==> src/rtl/jogador_automatico.sv <==
// jogador_automatico: plays back a memory-type game ("genius") on its own.
// It records the LED sequence the game shows, and once the LEDs have been
// dark for QUIET_CYCLES cycles it presses the recorded buttons in the same
// order. Then it goes back to waiting for the next, longer, sequence.
//
// Ports:
//   clock        rising-edge system clock
//   reset        asynchronous, active-low
//   habilitar    1 = player active, 0 = forced to OCIOSO
//   leds[3:0]    game LEDs, one-hot while a sequence item is shown
//   ganhou       game won  -> stop
//   perdeu       game lost -> stop
//   botoes[3:0]  registered button drive (one-hot or zero)
//   ocupado      registered, 1 outside OCIOSO and FIM
//   erro_captura registered, sticky capture error flag
//   db_estado    current state code
//   db_tamanho   captured length minus 1 of the current/last round
module jogador_automatico #(
  parameter int PRESS_CYCLES = 4,
  parameter int GAP_CYCLES   = 4,
  parameter int QUIET_CYCLES = 8
) (
  input  logic       clock,
  input  logic       reset,
  input  logic       habilitar,
  input  logic [3:0] leds,
  input  logic       ganhou,
  input  logic       perdeu,
  output logic [3:0] botoes,
  output logic       ocupado,
  output logic       erro_captura,
  output logic [3:0] db_estado,
  output logic [3:0] db_tamanho
);

  typedef enum logic [3:0] {
    OCIOSO     = 4'd0,
    ESPERA_LED = 4'd1,
    CAPTURA    = 4'd2,
    INTERVALO  = 4'd3,
    PRESSIONA  = 4'd4,
    SOLTA      = 4'd5,
    FIM        = 4'd6
  } estado_t;

  estado_t     r_estado, w_prox;
  logic [3:0]  r_mem [16];
  logic [3:0]  r_wr_idx, w_wr_idx;
  logic [3:0]  r_rd_idx, w_rd_idx;
  logic [4:0]  r_tamanho, w_tamanho;
  logic [15:0] r_quieto, w_quieto;
  logic [15:0] r_cnt, w_cnt;
  logic [3:0]  r_ultimo, w_ultimo;
  logic [3:0]  r_db_tam, w_db_tam;
  logic [3:0]  r_botoes, w_botoes;
  logic        r_ocupado;
  logic        r_erro, w_erro;
  logic        w_grava;
  logic [3:0]  w_addr;
  logic        w_unico;

  assign w_unico = (leds != 4'd0) && ((leds & (leds - 4'd1)) == 4'd0);

  always_comb begin
    w_prox    = r_estado;
    w_wr_idx  = r_wr_idx;
    w_rd_idx  = r_rd_idx;
    w_tamanho = r_tamanho;
    w_quieto  = r_quieto;
    w_cnt     = r_cnt;
    w_ultimo  = r_ultimo;
    w_db_tam  = r_db_tam;
    w_erro    = r_erro;
    w_botoes  = '0;
    w_grava   = 1'b0;
    w_addr    = r_wr_idx;

    case (r_estado)
      OCIOSO: begin
        if (habilitar) begin
          w_prox    = ESPERA_LED;
          w_wr_idx  = '0;
          w_tamanho = '0;
          w_erro    = 1'b0;
        end
      end
      ESPERA_LED: begin
        if (w_unico) begin
          w_grava   = 1'b1;
          w_addr    = 4'd0;
          w_wr_idx  = 4'd1;
          w_tamanho = 5'd1;
          w_ultimo  = leds;
          w_db_tam  = 4'd0;
          w_prox    = CAPTURA;
        end else if (leds != 4'd0) begin
          w_erro = 1'b1;
          w_prox = FIM;
        end
      end
      CAPTURA: begin
        if (leds == 4'd0) begin
          w_quieto = 16'd1;
          w_prox   = INTERVALO;
        end else if (leds != r_ultimo) begin
          w_erro = 1'b1;
          w_prox = FIM;
        end
      end
      INTERVALO: begin
        if (leds == 4'd0) begin
          if (r_quieto + 16'd1 >= 16'(QUIET_CYCLES)) begin
            w_prox   = PRESSIONA;
            w_rd_idx = '0;
            w_cnt    = 16'd1;
            w_botoes = r_mem[0];
          end else begin
            w_quieto = r_quieto + 16'd1;
          end
        end else if (w_unico) begin
          if (r_tamanho == 5'd16) begin
            w_erro = 1'b1;
            w_prox = FIM;
          end else begin
            w_grava   = 1'b1;
            w_wr_idx  = r_wr_idx + 4'd1;
            w_tamanho = r_tamanho + 5'd1;
            w_ultimo  = leds;
            w_db_tam  = r_tamanho[3:0];
            w_prox    = CAPTURA;
          end
        end else begin
          w_erro = 1'b1;
          w_prox = FIM;
        end
      end
      PRESSIONA: begin
        if (r_cnt >= 16'(PRESS_CYCLES)) begin
          w_cnt  = 16'd1;
          w_prox = SOLTA;
        end else begin
          w_cnt    = r_cnt + 16'd1;
          w_botoes = r_mem[r_rd_idx];
        end
      end
      SOLTA: begin
        if (r_cnt >= 16'(GAP_CYCLES)) begin
          if ({1'b0, r_rd_idx} == r_tamanho - 5'd1) begin
            w_prox    = ESPERA_LED;
            w_wr_idx  = '0;
            w_tamanho = '0;
          end else begin
            w_rd_idx = r_rd_idx + 4'd1;
            w_cnt    = 16'd1;
            w_botoes = r_mem[r_rd_idx + 4'd1];
            w_prox   = PRESSIONA;
          end
        end else begin
          w_cnt = r_cnt + 16'd1;
        end
      end
      FIM: begin
        if (!habilitar) w_prox = OCIOSO;
      end
      default: w_prox = OCIOSO;
    endcase

    // Game over wins over any capture/replay decision made above, but a
    // simultaneous bad LED pattern must not raise the error flag.
    if ((ganhou || perdeu) && r_estado != OCIOSO) begin
      w_prox   = FIM;
      w_botoes = '0;
      w_grava  = 1'b0;
      w_erro   = r_erro;
    end

    if (!habilitar) begin
      w_prox   = OCIOSO;
      w_botoes = '0;
      w_grava  = 1'b0;
      w_erro   = r_erro;
    end
  end

  always_ff @(posedge clock or negedge reset) begin
    if (!reset) begin
      r_estado  <= OCIOSO;
      r_wr_idx  <= '0;
      r_rd_idx  <= '0;
      r_tamanho <= '0;
      r_quieto  <= '0;
      r_cnt     <= '0;
      r_ultimo  <= '0;
      r_db_tam  <= '0;
      r_botoes  <= '0;
      r_ocupado <= 1'b0;
      r_erro    <= 1'b0;
    end else begin
      r_estado  <= w_prox;
      r_wr_idx  <= w_wr_idx;
      r_rd_idx  <= w_rd_idx;
      r_tamanho <= w_tamanho;
      r_quieto  <= w_quieto;
      r_cnt     <= w_cnt;
      r_ultimo  <= w_ultimo;
      r_db_tam  <= w_db_tam;
      r_botoes  <= w_botoes;
      r_ocupado <= (w_prox != OCIOSO) && (w_prox != FIM);
      r_erro    <= w_erro;
    end
  end

  // Sequence memory has no reset; its content is only read after being written.
  always_ff @(posedge clock) begin
    if (w_grava) r_mem[w_addr] <= leds;
  end

  assign botoes       = r_botoes;
  assign ocupado      = r_ocupado;
  assign erro_captura = r_erro;
  assign db_estado    = r_estado;
  assign db_tamanho   = r_db_tam;

endmodule

==> config.mk <==
export PLATFORM = sky130hd
export DESIGN_NAME = jogador_automatico
export DESIGN_NICKNAME = d
export VERILOG_FILES = /design/src/rtl/jogador_automatico.sv
export SDC_FILE = /design/constraint.sdc
export NUM_CORES = 1
export LEC_CHECK = 0
export BUFFER_PORTS_ARGS = -buffer_cell sky130_fd_sc_hd__buf_2
export CAP_MARGIN = 20
export CORE_ASPECT_RATIO = 1.1
export CORE_UTILIZATION = 55
export CTS_BUF_LIST = sky130_fd_sc_hd__clkbuf_4
export DETAILED_ROUTE_END_ITERATION = 16
export PLACE_DENSITY = 0.72
export SYNTH_ARGS = -nofsm -noshare
export SYNTH_HDL_FRONTEND = slang
export SYNTH_SLANG_ARGS = --single-unit
==> constraint.sdc <==
create_clock -name clock -period 3.6 [get_ports clock]
set_clock_uncertainty 0.2 [all_clocks]
set_input_delay 0.36 -clock clock [delete_from_list [all_inputs] [get_ports clock]]
set_output_delay 0.36 -clock clock [all_outputs]
set_load 0.005 [all_outputs]
## After elaboration in Yosys (flattened, before gate mapping)

Memory sizes are Yosys's and may differ from the RTL's.
Cells that the tools add are included.

- Add/subtract/negate cells: 7
- Magnitude comparators: 2
- Eq/ne operators: 28
- Muxes and demuxes: 82
- Bitwise gates (word level): 2
- Reduce and logical (&&, ||, !) cells: 22

Operators by type and width:

| kind | count |
|---|---|
| $mux 4 | 39 |
| $mux 16 | 8 |
| $pmux 16 s3 | 1 |
| $mux 5 | 7 |
| $add 16x1->16 const B | 2 |
| $ne 2x2->1 const B | 16 |
| $pmux 16 s2 | 1 |
| $pmux 4 s7 | 1 |
| $pmux 4 s2 | 3 |
| $pmux 5 s4 | 1 |
| $reduce_bool 4->1 | 5 |
| $ge 16x3->1 const B | 1 |
| $ge 16x4->1 const B | 1 |
| $pmux 4 s4 | 1 |
| $mux 1 | 15 |
| $eq 4x3->1 const B | 3 |
| $logic_not 4->1 | 3 |
| $pmux 4 s3 | 1 |
| $reduce_and 5->1 | 2 |
| $reduce_and 9->1 | 1 |
| $add 4x1->4 const B | 2 |
| $eq 4x2->1 const B | 2 |
| $reduce_and 4->1 | 2 |
| $reduce_and 8->1 | 1 |
| 18 further kinds | 24 |

- Register bits: 63
- Bits in writable memories: 64
- Output and inout port bits: 14
- Memories: 1

Memories:

| memory | depth | bits a word | read ports | clocked after Yosys merged registers in | wr ports | RTL line | RTL |
|---|---|---|---|---|---|---|---|
| r_mem | 16 | 4 | 3 | 0 | 1 | 47 | `logic [3:0] r_mem [16];` |

## Depth between registers and ports, before layout

Gate-level depths: netlist (run 1).

- Depth in word-level cells: 11
- Depth in mapped cells: 12
- Gate-level depth less buffers: 10

## Worst setup path before layout (run 1)

OpenSTA, ideal clock, no wires.

- Kind: reg-to-reg
- Start: register r_tamanho[0]
- End: register r_cnt[3]
- Library setup time: 0.119 ns
- Arrival: 2.423 ns
- Required time: 3.281 ns
- Path slack: 0.858 ns
- Stages on the path, launching flop included: 13
- Path buffers: 2
- Cell sequence: dfrtp_1 clkbuf_1 inv_1 ha_1 xnor2_1 a32o_1 o2111ai_1 nor2_1 a21oi_2 a31oi_4 or3_1 buf_2 and2_1

- Cells in the longest elaborated chain, start to end: 4

Ends and longest elaborated chain:

| element | RTL line | RTL |
|---|---|---|
| from (decl) | 50 | `logic [4:0] r_tamanho, w_tamanho;` |
| from (signal assigned) | 202 | `r_tamanho <= w_tamanho;` |
| $sub 5x1->5 | 148 | `if ({1'b0, r_rd_idx} == r_tamanho - 5'd1) begin` |
| $eq 4x5->1 | 148 |  |
| $ne 3x3->1 (no source line) | -- |  |
| $reduce_and 4->1 (no source line) | -- |  |
| to (signal assigned) | 204 | `r_cnt <= w_cnt;` |
| to (decl) | 52 | `logic [15:0] r_cnt, w_cnt;` |

No other way between the ends.
A chain may end at the register's enable or synchronous reset.

## Worst setup path after layout (run 1)

- Start: input leds[2]
- End: memory r_mem[15][0] (enable)

- Cells in the longest elaborated chain, start to end: 11
- Elaborated cells on any way between the ends: 16
- Those cells by class: add/sub (1); mux (10); bitwise (1); reduce/logical (4)

Ends and longest elaborated chain:

| element | RTL line | RTL |
|---|---|---|
| from (decl) | 26 | `input logic [3:0] leds,` |
| $sub 4x1->4 | 62 | `assign w_unico = (leds != 4'd0) && ((leds & (leds - 4'd1)) == 4'd0);` |
| $and 4x4->4 | 62 |  |
| $logic_not 4->1 | 62 |  |
| $logic_and 1x1->1 | 62 |  |
| $mux 1 | 120 | `end else if (w_unico) begin` |
| $mux 1 | 111 | `if (leds == 4'd0) begin` |
| $pmux 1 s2 | 78 | `case (r_estado)` |
| $mux 1 | 170 | `if ((ganhou \|\| perdeu) && r_estado != OCIOSO) begin` |
| $mux 1 | 177 | `if (!habilitar) begin` |
| $mux 1 | 215 | `if (w_grava) r_mem[w_addr] <= leds;` |
| $mux 1 (not written as such) | 215 |  |
| to (decl) | 47 |  |

Several ways; a longest one is shown, not always the timed one.

==> results of run 1 <==
[placed cells by master (no fill, tap or decap), types with 4 or more instances in the layout]
cell	netlist	routed
a21oi_1	13	13
nand3b_1	6	6
nor2_1	49	49
nor3_1	11	11
edfxtp_1	64	64
and3_1	5	5
xnor2_1	9	9
buf_4	0	19
mux2_2	6	6
and2_1	16	16
a31oi_1	6	6
inv_1	16	16
o22ai_1	5	5
clkinv_2	0	4
mux2i_1	10	10
dfrtp_1	63	63
mux4_2	36	36
xor2_1	6	6
nand2b_1	5	5
nand3_1	16	16
a211oi_1	4	4
o21ai_0	33	33
nor4_1	7	7
or3_1	4	4
nand4_1	10	10
dlygate4sd3_1	0	4
o21a_1	9	9
clkbuf_4	0	19
ha_1	8	8
nand2_1	51	51
buf_2	9	22
a21o_1	4	4
[flip-flops by register name (all words and copies together) (netlist names)]
| register | cells |
|---|---|
| r_quieto | 16 |
| ocupado | 1 |
| r_tamanho | 5 |
| r_cnt | 16 |
| r_ultimo | 4 |
| r_mem | 64 |
| db_estado | 4 |
| r_rd_idx | 4 |
| r_wr_idx | 4 |
| erro_captura | 1 |
| botoes | 4 |
| db_tamanho | 4 |
[cells by family after synthesis]
kind of cell / after synthesis / share of synthesized area [%]
flip-flops: 127 / 53.3
multiplexers: 52 / 14.9
adder cells (fa/ha/maj): 8 / 1.52
AND/OR/NAND/NOR: 198 / 15.7
other: 1 / 0.0571
AO/OA/AOI/OAI: 98 / 10.1
buffers and inverters: 40 / 2.46
XOR/XNOR: 15 / 2.00
[metrics by stage]
step           setup WS [ns]  utilization (%)  power [W]
6_report               0.518             62.7    0.00290
5_1_grt                0.203             62.7    0.00302
4_1_cts                0.468             62.6    0.00292
3_5_place_dp           0.511             60.0    0.00200
3_3_place_gp           0.695             59.8    0.00199
2_1_floorplan          0.858                -    0.00187
[area by class of cell]
cell class,instances,share of cell area [%]
flip-flops and latches,127,48.4
inverters,16,0.830
clock inverters,13,1.70
multi-input cells,372,40.2
clock buffers,19,1.97
well taps,150,2.59
repair buffers,46,4.32
[routing by layer]
layer	vias up	GRT usage (%)	wire length (um)
li1	2120	-	-
met1	2322	34.5	6290
met2	143	42.4	7350
met3	28	6.14	789
met4	0	11.4	322
met5	-	0	0
[worst max path at each step]
stage	endpoint	startpoint	slack, ns	cells after the start
2_1_floorplan	r_cnt[3]	r_tamanho[0]	0.86	12
5_1_grt	r_mem[5][0]	leds[2]	0.20	10
3_3_place_gp	r_mem[15][1]	leds[2]	0.69	9
4_1_cts	r_wr_idx[3]	r_tamanho[0]	0.47	10
3_5_place_dp	r_wr_idx[3]	r_tamanho[0]	0.51	10
6_report	r_mem[15][0]	leds[2]	0.52	10
[repair_timing]
action | CTS | global route
endpoints found under the setup margin | 0 | 0
hold buffers | 4 | 0
endpoints found under the hold margin | 60 | 0
setup buffers | 0 | 0
[where the power goes]
group / internal, W / switching (W)
sequential: 0.00156 / 0.0000289
combinational: 0.000169 / 0.000216
clock: 0.000414 / 0.000515
==> results.toml, run 1 <==
[power_and_ir_drop]
p_leak_nw = 2.83
vdd_drop_max_v = 0.000197
powerDensity_nw_per_um2 = 401

[cells_and_area]
seqCellArea_sq_um = 3500
instances_no_fill = 743
finalInstanceArea_sq_um = 7230
n_fill_cell = 898
syn_to_final_growth_pct = 10.1
multi_input_area_sq_um = 2910
drive_gt1_share_pct = 22.3
nNetsFinal = 597
num_antenna_cells = 0

[placed_design]
placedInstanceArea_sq_um = 6920
place.gp.congestion = 0.852
hpwl_mm = 10.6
io_buffers = 22
dp.cells = 706

[worst_setup_path]
r2r_slack_ns = 0.52
crit_required_ns = 3.62
slowest_delay_ns = 0.53
worstSetupPathType = "input port to flop"
cpMaxStageDelayCell = "dlygate4sd3_1"
r2r-start = "r_tamanho[0]"
r2r_cells = 10
cp-start-kind = "input port"
critPathArrivalTime_ns = 3.10
path_cells = "dlygate4sd3_1 -> buf_2 -> o21ai_0 -> o21ai_0 -> o21ai_0 -> o2111ai_1 -> inv_1 -> and3_1 -> nand3_1 -> nor2_1"
path_common_cell = "o21ai_0"
r2r-end = "r_cnt[3]"
worst-path-max-fanout = 6
path_buf_inv = 3
endpoint_kind = "flop"
critPathTopFamily = "compound AO/OA/AOI/OAI gates"

[synth]
ys_warn_count = 0
synth_top_area_cell = "edfxtp_1"
avgSynthCellArea_sq_um = 12.2
syn_nets = 556
syn_area_sq_um = 6570
synth_area_leaders = "edfxtp_1 (29%), dfrtp_1 (24%), mux4_2 (12%), nand2_1 (2.9%), nor2_1 (2.8%)"
synth_common_cells = "edfxtp_1 (64), dfrtp_1 (63), nand2_1 (51), nor2_1 (49), mux4_2 (36)"
ys_seq_area_share_pct = 53.3
synthArstFlopShare_pct = 49.6
synth.most_common_cell = "edfxtp_1"
synth.ff_latch_count = 127
synth_edf_count = 64
synthCells = 539
synthDistinctLibCells = 62
synthFlopType = "edfxtp_1"
yosysTopAreaCellShare_pct = 29.3

[die]
die_h_um = 117
ioPinCount = 23
coreArea_sq_um = 11500
dieArea_sq_um = 12400
floorplan.initialDensity_pct = 56.9
die_w_um = 106
num_rows = 41

[global_routing]
grt_pass1_vias = 4645
grt_max_degree = 36
antenna_found_initial = 0
grt_pass1_wl_mm = 24.1
globalRouteTotalUtil_pct = 26.3
globalRouteOverflowTotal = 0

[timing]
fin_crit_sh_pct = 85.6
whs_ns = 0.108
relSlewSlack_pct = 32.3
tightest_slew_ns = 1.01
finalHoldViolCount = 0
fmax_mhz = 325
finalSetupTns_ns = 0
finalSetupViolations = 0
rsz0062_at_grt = "no"
min_period_ns = 3.08
slew_viol_final = 0

[clock_tree]
cts_root_buf = "clkbuf_4"
cts_buffers = 17
cts.reportedPaths.clkPinSlew_ns = 0.11
cts_tree = "done"
clock_latency_ns = 0.57
cts_resized = 0
cts.htree.levels = 4
clock_sinks = 127
cts_buffer_depth = 2

[routing]
drc_errors = 0
vias_per_cell = 6.21
drt_iter0_drc = 388
vias = 4613
ant_nets = 0
wirelength_mm = 14.7
drt-wirelength-per-cell_um = 19.8
dr.pass1.iters = 5

[hold_path]
hp-class = "input port to asynchronous set/reset pin"

[outcome]
status = "complete, no violations"

[job]
max-cap-violations = 0
(Power assumes the default switching activity.)
==> run 2: changes to the inputs <==
--- a/config.mk
+++ b/config.mk
@@ -5,6 +5,7 @@
 export SDC_FILE = /design/constraint.sdc
 export NUM_CORES = 1
 export LEC_CHECK = 0
+export ABC_AREA = 1
 export BUFFER_PORTS_ARGS = -buffer_cell sky130_fd_sc_hd__buf_2
 export CAP_MARGIN = 20
 export CORE_ASPECT_RATIO = 1.1
==> results.toml, run 2 <==
[outcome]
status = "complete, no violations"

[worst_setup_path]
path_cells = "nor2_2 -> inv_1 -> nor2_1 -> inv_1 -> nor2_1 -> nand3b_2 -> nor2_2 -> nand4_1 -> nor2_1"
r2r-start = "db_estado[3]"
path_common_cell = "nor2_1"
worst-path-max-fanout = 18
r2r_cells = 9
r2r_slack_ns = 0.71
endpoint_kind = "flop"
slowest_delay_ns = 0.45
worstSetupEndpoint = "r_mem[9][3]"
crit_path_start = "db_estado[3]"
r2r-end = "r_mem[9][3]"
critPathArrivalTime_ns = 2.89
worstSetupPathType = "flop to flop"
crit_required_ns = 3.60
cpMaxStageDelayCell = "dfrtp_1"
cp-start-kind = "flop"

[global_routing]
globalRouteTotalUtil_pct = 28.8
antenna_found_initial = 1
globalRouteOverflowTotal = 0
grt_max_degree = 57
grt_pass1_vias = 5413
grt_pass1_wl_mm = 27.4

[routing]
drt_iter0_drc = 465
drt-wirelength-per-cell_um = 17.2
dr.pass1.iters = 5
drc_errors = 0
vias = 5781
vias_per_cell = 5.79
wirelength_mm = 17.1
ant_nets = 0

[synth]
syn_area_sq_um = 6790
synth.most_common_cell = "nand2_1"
syn_nets = 819
ys_seq_area_share_pct = 51.5
yosysTopAreaCellShare_pct = 28.3
synthDistinctLibCells = 47
synth_common_cells = "nand2_1 (183), nor2_1 (90), nand3_1 (82), inv_1 (69), edfxtp_1 (64)"
synth.ff_latch_count = 127
synthFlopType = "edfxtp_1"
synthArstFlopShare_pct = 49.6
synth_area_leaders = "edfxtp_1 (28%), dfrtp_1 (23%), nand2_1 (10%), nand3_1 (6.0%), nor2_1 (5.0%)"
synth_top_area_cell = "edfxtp_1"
avgSynthCellArea_sq_um = 8.47
synthCells = 802
ys_warn_count = 0
synth_edf_count = 64

[timing]
slew_viol_final = 0
finalSetupViolations = 0
fin_crit_sh_pct = 80.4
min_period_ns = 2.89
tightest_slew_ns = 0.693
layout_setup_ws_ns = 0.706
rsz0062_at_grt = "no"
finalSetupTns_ns = 0
finalHoldViolCount = 0
relSlewSlack_pct = 53.8
fmax_mhz = 346

[placed_design]
dpl_worst_slack_ns = 0.734
place.gp.congestion = 0.930
hpwl_mm = 12.7
io_buffers = 22

[clock_tree]
cts_resized = 0
cts.reportedPaths.clkPinSlew_ns = 0.12
cts_buffers = 17
cts.htree.levels = 4
cts_buffer_depth = 2
clock_latency_ns = 0.53
clock_sinks = 127
cts_root_buf = "clkbuf_4"
cts_tree = "done"

[cells_and_area]
reg_top3 = "r_mem: 64 flops, r_cnt: 16 flops, r_quieto: 16 flops"
nNetsFinal = 847
utilization_pct = 61.3
drive_gt1_share_pct = 13.4
largest_reg_flops = 64
syn_to_final_growth_pct = 8.70
n_fill_cell = 1040
final_cell_mix = "nand2_1 (183), nor2_1 (90), nand3_1 (82), inv_1 (69), edfxtp_1 (64)"
mostFrequentLayoutCell = "nand2_1"
largest-register = "r_mem"

[die]
die_h_um = 119
dieArea_sq_um = 12800
floorplan.initialDensity_pct = 56.4
ioPinCount = 23
die_w_um = 108
coreArea_sq_um = 12000
num_rows = 42

[power_and_ir_drop]
powerDensity_nw_per_um2 = 518
p_leak_nw = 3.23
vdd_drop_max_v = 0.000324

[job]
max-cap-violations = 0

[hold_path]
hp-class = "input port to flop"
==> run 2: cell count changes after synthesis, sizes merged, moves of 10 or more <==
cell / previous run / this run
o21ai: 33 / 50
nor2: 50 / 99
mux2i: 10 / 0
a21oi: 14 / 52
nand3: 17 / 85
mux4: 36 / 0
inv: 16 / 80
nand2: 51 / 197
and2: 17 / 0
==> run 2: worst min path at each step <==
stage | slack (ns) | startpoint | to | cells past startpoint
finish | 0.10 | leds[1] | r_mem[0][1] | 2
global route | 0.07 | leds[3] | r_mem[8][3] | 2
CTS | 0.06 | leds[3] | r_mem[1][3] | 2
detailed placement | 0.24 | reset | botoes[1] | 1
global placement | 0.23 | reset | botoes[1] | 1
floorplan | -0.14 | reset | botoes[0] | 0
==> run 2: timing repair <==
item                                    in CTS  in global routing
setup buffers                                0                  0
endpoints found under the setup margin       0                  0
endpoints found under the hold margin       33                  0
hold buffers                                 2                  0
==> run 2: cell families after synthesis <==
| kind of cell | Yosys count | share of synthesized area [%] |
|---|---|---|
| other | 1 | 0.0552 |
| adder cells (fa/ha/maj) | 8 | 1.47 |
| buffers and inverters | 110 | 6.69 |
| AND/OR/NAND/NOR | 407 | 26.8 |
| AO/OA/AOI/OAI | 135 | 11.5 |
| flip-flops | 127 | 51.5 |
| XOR/XNOR | 14 | 1.92 |
==> run 2: critical path, delay by kind of cell, from the launching register on <==
family        cells  cell delay, ns
simple gates      7            1.71
flops             1            0.45
buf+inv           2            0.19
==> run 2: where the power goes <==
group / switching [W] / internal [W] / leakage (nW)
registers: 0.0000989 / 0.00161 / 1.38
clock network: 0.000564 / 0.000492 / 0.169
logic: 0.000706 / 0.000348 / 1.68
==> run 2: metal layers <==
metal	global-route usage (%)	part of all wire [%]
met1	39.0	43
met2	44.5	47
met3	5.74	7.0
met4	13.3	3.0
met5	0	0
==> run 2: through the flow <==
stage	total power (W)	cell area (sq um)	instances	hold slack [ns]
after CTS	0.00382	7380	997	0.0614
after global routing	0.00403	7380	998	0.0713
after detailed placement	0.00277	7050	963	0.243
after floorplan	0.00251	6790	802	-0.136
after global placement	0.00274	7050	963	0.226
final	0.00382	7380	998	0.100
==> run 2: final cells by class <==
cell class	instances	area, sq um	share of cell area [%]
clock inverter	15	181	2.46
tap	154	193	2.61
antenna	1	2.50	0.0339
clock buffer	17	128	1.73
inverter	81	304	4.12
sequential	127	3500	47.4
multi-input combinational	565	2840	38.4
timing repair buffer	38	235	3.19
==> run 3: changes to the inputs <==
--- a/config.mk
+++ b/config.mk
@@ -12,7 +12,7 @@
 export CORE_UTILIZATION = 55
 export CTS_BUF_LIST = sky130_fd_sc_hd__clkbuf_4
 export DETAILED_ROUTE_END_ITERATION = 16
-export PLACE_DENSITY = 0.72
+export PLACE_DENSITY = 0.75
 export SYNTH_ARGS = -nofsm -noshare
 export SYNTH_HDL_FRONTEND = slang
 export SYNTH_SLANG_ARGS = --single-unit
==> constraint.sdc (replaced) <==
create_clock -name clock -period 2.55 [get_ports clock]
set_clock_uncertainty 0.2 [all_clocks]
set_input_delay 0.255 -clock clock [delete_from_list [all_inputs] [get_ports clock]]
set_output_delay 0.255 -clock clock [all_outputs]
set_load 0.005 [all_outputs]
==> results.toml, run 3 (synthesis gave the netlist of run 2 again) <==
[outcome]
status = "complete, no violations"

[clock_tree]
clock_sinks = 127
cts_tree = "done"
cts_buffers = 17
cts_buffer_depth = 2
cts_root_buf = "clkbuf_4"
cts.reportedPaths.clkPinSlew_ns = 0.12
clock_latency_ns = 0.55
cts.htree.levels = 4

[worst_setup_path]
path_common_cell = "nand2_1"
r2r_slack_ns = 0.14
cp-start-kind = "flop"
r2r-end = "r_quieto[2]"
slowest_delay_ns = 0.42
endpoint_kind = "flop"
r2r-start = "r_quieto[1]"
crit_required_ns = 2.83
critPathArrivalTime_ns = 2.70
path_cells = "ha_1 -> nand2_1 -> nor2_4 -> nand2_1 -> nand2_1 -> nand2_1 -> nor2_1 -> nand2_1 -> nor2_4 -> nand3_2 -> o21ai_4 -> a21oi_1 -> a21oi_2"
worstSetupPathType = "flop to flop"
cpMaxStageDelayCell = "dfrtp_1"
crit_path_start = "r_quieto[1]"
worstSetupEndpoint = "r_quieto[2]"
r2r_cells = 13
worst-path-max-fanout = 9

[timing]
whs_ns = 0.0306
finalSetupTns_ns = 0
finalSetupViolations = 0
rsz0062_at_grt = "yes"
relSlewSlack_pct = 60.9
tightest_slew_ns = 0.586
finalHoldViolCount = 0
fin_crit_sh_pct = 94.7
min_period_ns = 2.41
slew_viol_final = 0
fmax_mhz = 414

[routing]
drt-wirelength-per-cell_um = 17.0
wirelength_mm = 17.6
drt_iter0_drc = 422
drc_errors = 0
vias = 5972
dr.pass1.iters = 8
ant_nets = 0
vias_per_cell = 5.78

[placed_design]
place.gp.congestion = 1.07
dp.cells = 988
io_buffers = 22
hpwl_mm = 12.8

[die]
die_w_um = 108
coreArea_sq_um = 12000
die_h_um = 119
ioPinCount = 23
dieArea_sq_um = 12800
num_rows = 42
floorplan.initialDensity_pct = 56.4

[power_and_ir_drop]
powerDensity_nw_per_um2 = 711
p_leak_nw = 3.40
p_total_w = 0.00554
vdd_drop_max_v = 0.000664

[cells_and_area]
reg_top3 = "r_mem: 64 flops, r_cnt: 16 flops, r_quieto: 16 flops"
num_antenna_cells = 0
n_fill_cell = 1004
final_cell_mix = "nand2_1 (182), nand3_1 (80), nor2_1 (73), inv_1 (67), edfxtp_1 (64)"
drive_gt1_share_pct = 19.4
nNetsFinal = 884
largest-register = "r_mem"
largest_reg_flops = 64
mostFrequentLayoutCell = "nand2_1"
syn_to_final_growth_pct = 14.9
instances_no_fill = 1034

[global_routing]
antenna_found_initial = 0
grt_pass1_vias = 5767
globalRouteOverflowTotal = 0
globalRouteTotalUtil_pct = 29.3
grt_pass1_wl_mm = 28.1
grt_max_degree = 38

[hold_path]
hp-class = "input port to asynchronous set/reset pin"

[job]
max-cap-violations = 0
[run 3: cell types whose count changed in the layout (fill, tap and decap cells not counted), sizes merged]
cell         before  now
dlygate4sd3       2    7
clkinv            4    6
inv              88   81
bufinv            3    4
nor2             99  100
clkinvlp          1    5
diode             1    0
buf              36   67
[run 3: what timing repair did]
action / in CTS / in global routing
gates cloned: 0 / 1
pin swaps: 0 / 3
buffers inserted: 2 / 4
endpoints found under the setup margin: 13 / 98
resized for setup: 0 / 38
endpoints found under the hold margin: 139 / 0
hold buffers: 7 / 0
[run 3: worst max-delay path, delay by kind of cell, from the launching register on]
kind                     cells  cell delay (ns)
AO/OA/AOI/OAI                3             0.45
adder cells (fa/ha/maj)      1             0.23
flip-flops                   1             0.42
AND/OR/NAND/NOR              9             1.04
[run 3: worst min-delay path by stage]
stage	from	endpoint	slack [ns]	cells past startpoint
3_5_place_dp	reset	r_cnt[12]	0.09	2
5_1_grt	perdeu	db_estado[0]	0.03	5
4_1_cts	reset	r_cnt[6]	0.006	3
2_1_floorplan	reset	botoes[0]	-0.24	0
6_report	reset	r_cnt[6]	0.03	3
3_3_place_gp	reset	r_cnt[13]	0.08	2
[run 3: cell type report]
type / count / area, sq um / area share, %
sequential: 127 / 3500 / 44.9
multi-input combinational: 566 / 2960 / 37.9
timing repair buffer: 74 / 522 / 6.69
inverter: 81 / 307 / 3.93
clock inverter: 15 / 194 / 2.49
tap: 154 / 193 / 2.47
clock buffer: 17 / 128 / 1.64
[run 3: power by group]
part	internal, W	switching, W
logic	0.000532	0.00105
registers	0.00228	0.000138
clock network	0.000771	0.000772
total	0.00358	0.00196
[run 3: routing by layer]
metal / vias to the layer above / track usage (%) / part of all wire (%)
met3: 60 / 7.06 / 6.6
met4: 0 / 16.7 / 4.2
met2: 248 / 46.8 / 48
met1: 2831 / 36.0 / 41
li1: 2833 / - / -
met5: - / 0 / 0
[run 3: stage by stage]
step | util (%) | cell area (sq um) | worst slack (ns)
floorplan | - | 6790 | 0.254
global placement | 60.1 | 7240 | 0.114
detailed placement | 60.1 | 7240 | 0.00668
CTS | 63.5 | 7640 | -0.0154
global route | 64.8 | 7800 | -0.00883
finish | 64.8 | 7800 | 0.136
